--- config.mk ---
export PLATFORM = sky130hd
export DESIGN_NAME = conv2_ctrl
export DESIGN_NICKNAME = d
export VERILOG_FILES = /design/src/rtl/conv2_ctrl.sv
export SDC_FILE = /design/constraint.sdc
export NUM_CORES = 1
export LEC_CHECK = 0
export ABC_AREA = 1
export CORE_ASPECT_RATIO = 0.8
export CORE_MARGIN = 2
export CORE_UTILIZATION = 55
export DETAILED_ROUTE_END_ITERATION = 16
export PLACE_DENSITY = 0.86
export SLEW_MARGIN = 20
export SYNTH_ARGS = -nofsm -noshare
export SYNTH_HDL_FRONTEND = slang
export SYNTH_SLANG_ARGS = --single-unit
--- constraint.sdc ---
create_clock -name clk -period 2.65 [get_ports clk]
set_clock_uncertainty 0.15 [all_clocks]
set_input_delay 0.53 -clock clk [delete_from_list [all_inputs] [get_ports clk]]
set_output_delay 0.53 -clock clk [all_outputs]
set_load 0.005 [all_outputs]
--- src/rtl/conv2_ctrl.sv ---
// conv2 layer sequencer: raster-scans the valid 3x3 window positions of one
// feature map, issues one window fetch per cycle, tracks each window through
// the fixed fetch+filter latency and strobes the output write with its address.
module conv2_ctrl #(
  parameter int unsigned IMG_W    = 14,
  parameter int unsigned IMG_H    = 14,
  parameter int unsigned RD_LAT   = 1,
  parameter int unsigned FILT_LAT = 4,
  parameter int unsigned CW       = 8,
  parameter int unsigned AW       = 16
) (
  input  logic          clk,
  input  logic          rst,
  input  logic          start,
  input  logic          pause,
  output logic          busy,
  output logic          done,
  output logic          win_rd_en,
  output logic [CW-1:0] win_row,
  output logic [CW-1:0] win_col,
  output logic          out_wr_en,
  output logic [AW-1:0] out_addr
);

  localparam int unsigned LAT = RD_LAT + FILT_LAT;
  localparam int unsigned OW  = IMG_W - 2;
  localparam int unsigned OH  = IMG_H - 2;
  localparam int unsigned N   = OW * OH;

  localparam logic [CW-1:0] COL_LAST  = CW'(OW - 1);
  localparam logic [CW-1:0] ROW_LAST  = CW'(OH - 1);
  localparam logic [AW-1:0] ADDR_LAST = AW'(N - 1);

  typedef enum logic [1:0] {IDLE, RUN, DRAIN, DONE} state_t;

  state_t        state;
  logic [CW-1:0] row, col;
  logic [AW-1:0] addr_cnt;
  logic [AW-1:0] win_addr;

  logic          trk_v [LAT];
  logic [AW-1:0] trk_a [LAT];

  logic          issue, last_win;
  logic [CW-1:0] cur_row, cur_col, nxt_row, nxt_col;
  logic [AW-1:0] cur_addr;

  // The output address runs as its own counter: in raster order it always
  // equals row*OW+col, so no multiplier is needed.
  // Issue decision and next raster position; a start in IDLE issues (0,0) at once.
  always_comb begin
    cur_row  = row;
    cur_col  = col;
    cur_addr = addr_cnt;
    issue    = 1'b0;
    unique case (state)
      IDLE: begin
        cur_row  = '0;
        cur_col  = '0;
        cur_addr = '0;
        issue    = start;
      end
      RUN:     issue = !pause;
      default: issue = 1'b0;
    endcase
    last_win = (cur_row == ROW_LAST) && (cur_col == COL_LAST);
    if (cur_col == COL_LAST) begin
      nxt_col = '0;
      nxt_row = cur_row + CW'(1);
    end else begin
      nxt_col = cur_col + CW'(1);
      nxt_row = cur_row;
    end
  end

  // Sequencer FSM with registered window-request, busy and done outputs.
  always_ff @(posedge clk) begin
    if (rst) begin
      state     <= IDLE;
      busy      <= 1'b0;
      done      <= 1'b0;
      win_rd_en <= 1'b0;
      win_row   <= '0;
      win_col   <= '0;
      win_addr  <= '0;
      row       <= '0;
      col       <= '0;
      addr_cnt  <= '0;
    end else begin
      win_rd_en <= issue;
      done      <= 1'b0;
      if (issue) begin
        win_row  <= cur_row;
        win_col  <= cur_col;
        win_addr <= cur_addr;
        row      <= nxt_row;
        col      <= nxt_col;
        addr_cnt <= cur_addr + AW'(1);
      end
      unique case (state)
        IDLE: if (start) begin
          busy  <= 1'b1;
          state <= last_win ? DRAIN : RUN;
        end
        RUN: if (!pause && last_win) state <= DRAIN;
        DRAIN: if (out_wr_en && (out_addr == ADDR_LAST)) begin
          state <= DONE;
          done  <= 1'b1;
        end
        DONE: begin
          state <= IDLE;
          busy  <= 1'b0;
        end
        default: state <= IDLE;
      endcase
    end
  end

  // Free-running tracking shift register fed by the issued request; its head
  // lands exactly LAT cycles after win_rd_en.
  always_ff @(posedge clk) begin
    if (rst) begin
      for (int unsigned i = 0; i < LAT; i++) begin
        trk_v[i] <= 1'b0;
        trk_a[i] <= '0;
      end
    end else begin
      trk_v[0] <= win_rd_en;
      trk_a[0] <= win_addr;
      for (int unsigned i = 1; i < LAT; i++) begin
        trk_v[i] <= trk_v[i-1];
        trk_a[i] <= trk_a[i-1];
      end
    end
  end

  assign out_wr_en = trk_v[LAT-1];
  assign out_addr  = trk_a[LAT-1];

endmodule

==> impl_metrics.ini <==
[min_path]
hold_path_end = trk_a[0][54]$_SDFF_PP0_
hold_path_class = reg -> reg
min_path_cells = 2
min-delay-start = trk_a[0][38]$_SDFF_PP0_

[route]
first_iter_violations = 390
drt-pass1-iter-count = 5
wl_per_cell_um = 12.4
wl_mm = 11.6
antenna_left = 0
vias = 4527
drc = 0
vias_per_cell = 4.86

[sta]
finalSetupViolCount = 0
worst_hold_slack_ns = 0.246
post-route-min-period_ns = 2.42
hold_viol = 0
worst_pin_slew_ns = 0.381
finalSetupTns_ns = 0
setup_ws_ns = 0.233
max_freq_mhz = 414
drv_slew = 0
rsz0062_at_grt = false
relSlewSlack_pct = 74.6
finalCritPeriodShare_pct = 91.2

[setup_path]
path_cells = inv_1 > ha_1 > nor2_1 > ha_1 > nand2_1 > nor2_4 > inv_2 > nor2_4 > nand3_1 > o21ai_1 > nor2_1
r2r_setup_slack_ns = 0.23
path_class = reg -> reg
reg2reg_depth = 11
setup.worst_path.start_class = flop
crit_path_end_kind = flop
cp.required_ns = 2.81
worst_r2r_endpoint = row[6]$_SDFFE_PP0P_
regToRegStartpoint = state[0]$_SDFFE_PP0P_
critPathMaxStageDelay_ns = 0.39
arrival_ns = 2.58
critPathSlowestCell = dfxtp_1
crit_path_max_fanout = 8

[grt]
first_global_vias = 4246
gr-usage-all-layers_pct = 21.5
antenna_found_initial = 0
grt_max_degree = 91
grt_pass1_wl_mm = 19.3
overflow = 0

[floorplan]
initial_utilization_pct = 57.0
core_area_um2 = 10300
dieArea_um2 = 11500
rows = 33
io_pins = 40
die_x_um = 120
die_h_um = 96.5

[placed_design]
placed_cells = 900
post-place-ws_ns = 0.261
routabilityCongestion = 0.904
io_buffers = 39
dp_hpwl_mm = 7.37

[pwr]
peakVddDrop_uv = 476
power_mw = 5.75
p_per_area_nw_per_um2 = 838
leakage_nw = 2.58

[cts]
cts_root_buffer = clkbuf_16
postCtsSetupRepairBufs = 0
cts_made_buffers = 17
post_cts_resized = 0
cts.htree.levels = 4
cts-hold-fix-buffers = 0
insertion_delay_ns = 0.41
cts.clk_slew.worst_paths_ns = 0.06
cts_tree = yes
clkSinkCount = 154
clockBufferDepth = 2

[final_layout]
nNetsFinal = 790
drive_gt1_share_pct = 8.98
multi_input_area_um2 = 1990
area.sequential_um2 = 3080
diodes = 0
final-instance-count-excl-fill = 931
fillers = 803
synthToLayoutAreaGrowth_pct = 16.7

[logic_synthesis]
yosys_warnings = 0
synth-seq-cells = 154
avgSynthCellArea_um2 = 7.82
syn-cell-area_um2 = 5880
syn_nets = 763
ys_types = 41
seq_area_frac_synth_pct = 52.4
synth_cells = 752

[outcome]
status = finished clean

[job]
cap_violations = 0
kinds of logic after synthesis:
group | share of synthesized area (%)
fa+ha+maj | 1.49
flops | 52.4
buf+inv | 13.7
simple gates | 24.5
compound gates | 6.79
xor+xnor | 1.04
cell type report:
class	instances	share of cell area (%)
multi-input cells	414	29.0
flip-flops and latches	154	44.9
clock buffers	20	6.51
repair buffers	53	7.36
well taps	140	2.55
clock inverters	11	2.00
inverters	139	7.67
where the power goes:
group,internal [mW],switching (mW),leakage [nW]
Sequential,2.38,0.0392,1.24
Combinational,0.285,0.668,1.06
Clock,1.43,0.956,0.287
stage by stage:
step | area, µm² | util (%)
after floorplan | 5880 | -
after global placement | 6280 | 60.8
after detailed placement | 6280 | 60.8
after CTS | 6870 | 66.5
after global routing | 6870 | 66.5
final | 6870 | 66.5
worst max-delay path: cells and delay by family (launching register included):
family,cells,cell delay [ns]
AO/OA/AOI/OAI,1,0.14
adder cells (fa/ha/maj),2,0.57
buffers and inverters,2,0.18
flip-flops,1,0.39
AND/OR/NAND/NOR,6,0.89
synthesized netlist by cell type (all sizes together):
cell type  number  area share (%)
a31oi           2            0.21
nand3b          1            0.13
nand3          38             3.5
nand2         101             6.6
and3            1            0.11
xnor2           1            0.15
o21a            2            0.26
ha              7             1.5
and2            1            0.11
xor2            6            0.89
clkbuf         13            0.83
inv           138             8.9
a311oi          1            0.15
buf            32             4.0
nor3b           2            0.26
nor3            7            0.87
o31ai           5            0.64
nand4           8            0.85
dfxtp         154              52
o21ai          39             3.3
a21oi          20             1.7
a211oi          1            0.13
o22ai           2            0.21
or2             1            0.11
clkinv          1           0.064
o211a           1            0.17
nor2          167              12
metal layers:
| layer | wire [µm] | vias to the layer above | GRT usage, % | part of all wire, % |
|---|---|---|---|---|
| met3 | 744 | 18 | 5.63 | 6.4 |
| met5 | 0 | - | 0 | 0 |
| li1 | - | 2305 | - | - |
| met1 | 5140 | 2052 | 26.8 | 44 |
| met2 | 5530 | 152 | 35.8 | 48 |
| met4 | 160 | 0 | 9.02 | 1.4 |
placed cells by master (no fill, tap or decap), types with 2 or more instances in the layout:
cell type / count
nor2_2: 7
inv_2: 3
nand2_2: 4
ha_1: 7
inv_6: 4
nor3b_1: 2
a21oi_1: 20
clkdlybuf4s50_1: 38
nor3_1: 5
o21ai_0: 34
nand3_2: 3
o31ai_1: 5
nor2_4: 6
o22ai_1: 2
a31oi_1: 2
inv_1: 134
nand4_1: 8
bufinv_16: 2
o21a_1: 2
dfxtp_1: 154
nand2_1: 97
clkbuf_16: 17
nand3_1: 35
nor2_1: 153
clkinv_4: 4
xor2_1: 6
o21ai_1: 5
buf_4: 14
clkbuf_1: 2
worst max path at each step:
stage	endpoint	depth (start not counted)	startpoint
3_5_place_dp	row[6]$_SDFFE_PP0P_	11	state[0]$_SDFFE_PP0P_
6_report	row[6]$_SDFFE_PP0P_	11	state[0]$_SDFFE_PP0P_
5_1_grt	row[6]$_SDFFE_PP0P_	11	state[0]$_SDFFE_PP0P_
2_1_floorplan	row[6]$_SDFFE_PP0P_	13	state[0]$_SDFFE_PP0P_
4_1_cts	row[6]$_SDFFE_PP0P_	11	state[0]$_SDFFE_PP0P_
3_3_place_gp	row[6]$_SDFFE_PP0P_	11	state[0]$_SDFFE_PP0P_
sequential cells by signal, indices dropped and copies added (netlist names):
name and count:
trk_a 80, win_rd_en 1, busy 1, trk_v 5, row 8, addr_cnt 16
col 8, win_col 8, win_addr 16, state 2, done 1, win_row 8
(Power assumes the default switching activity.)
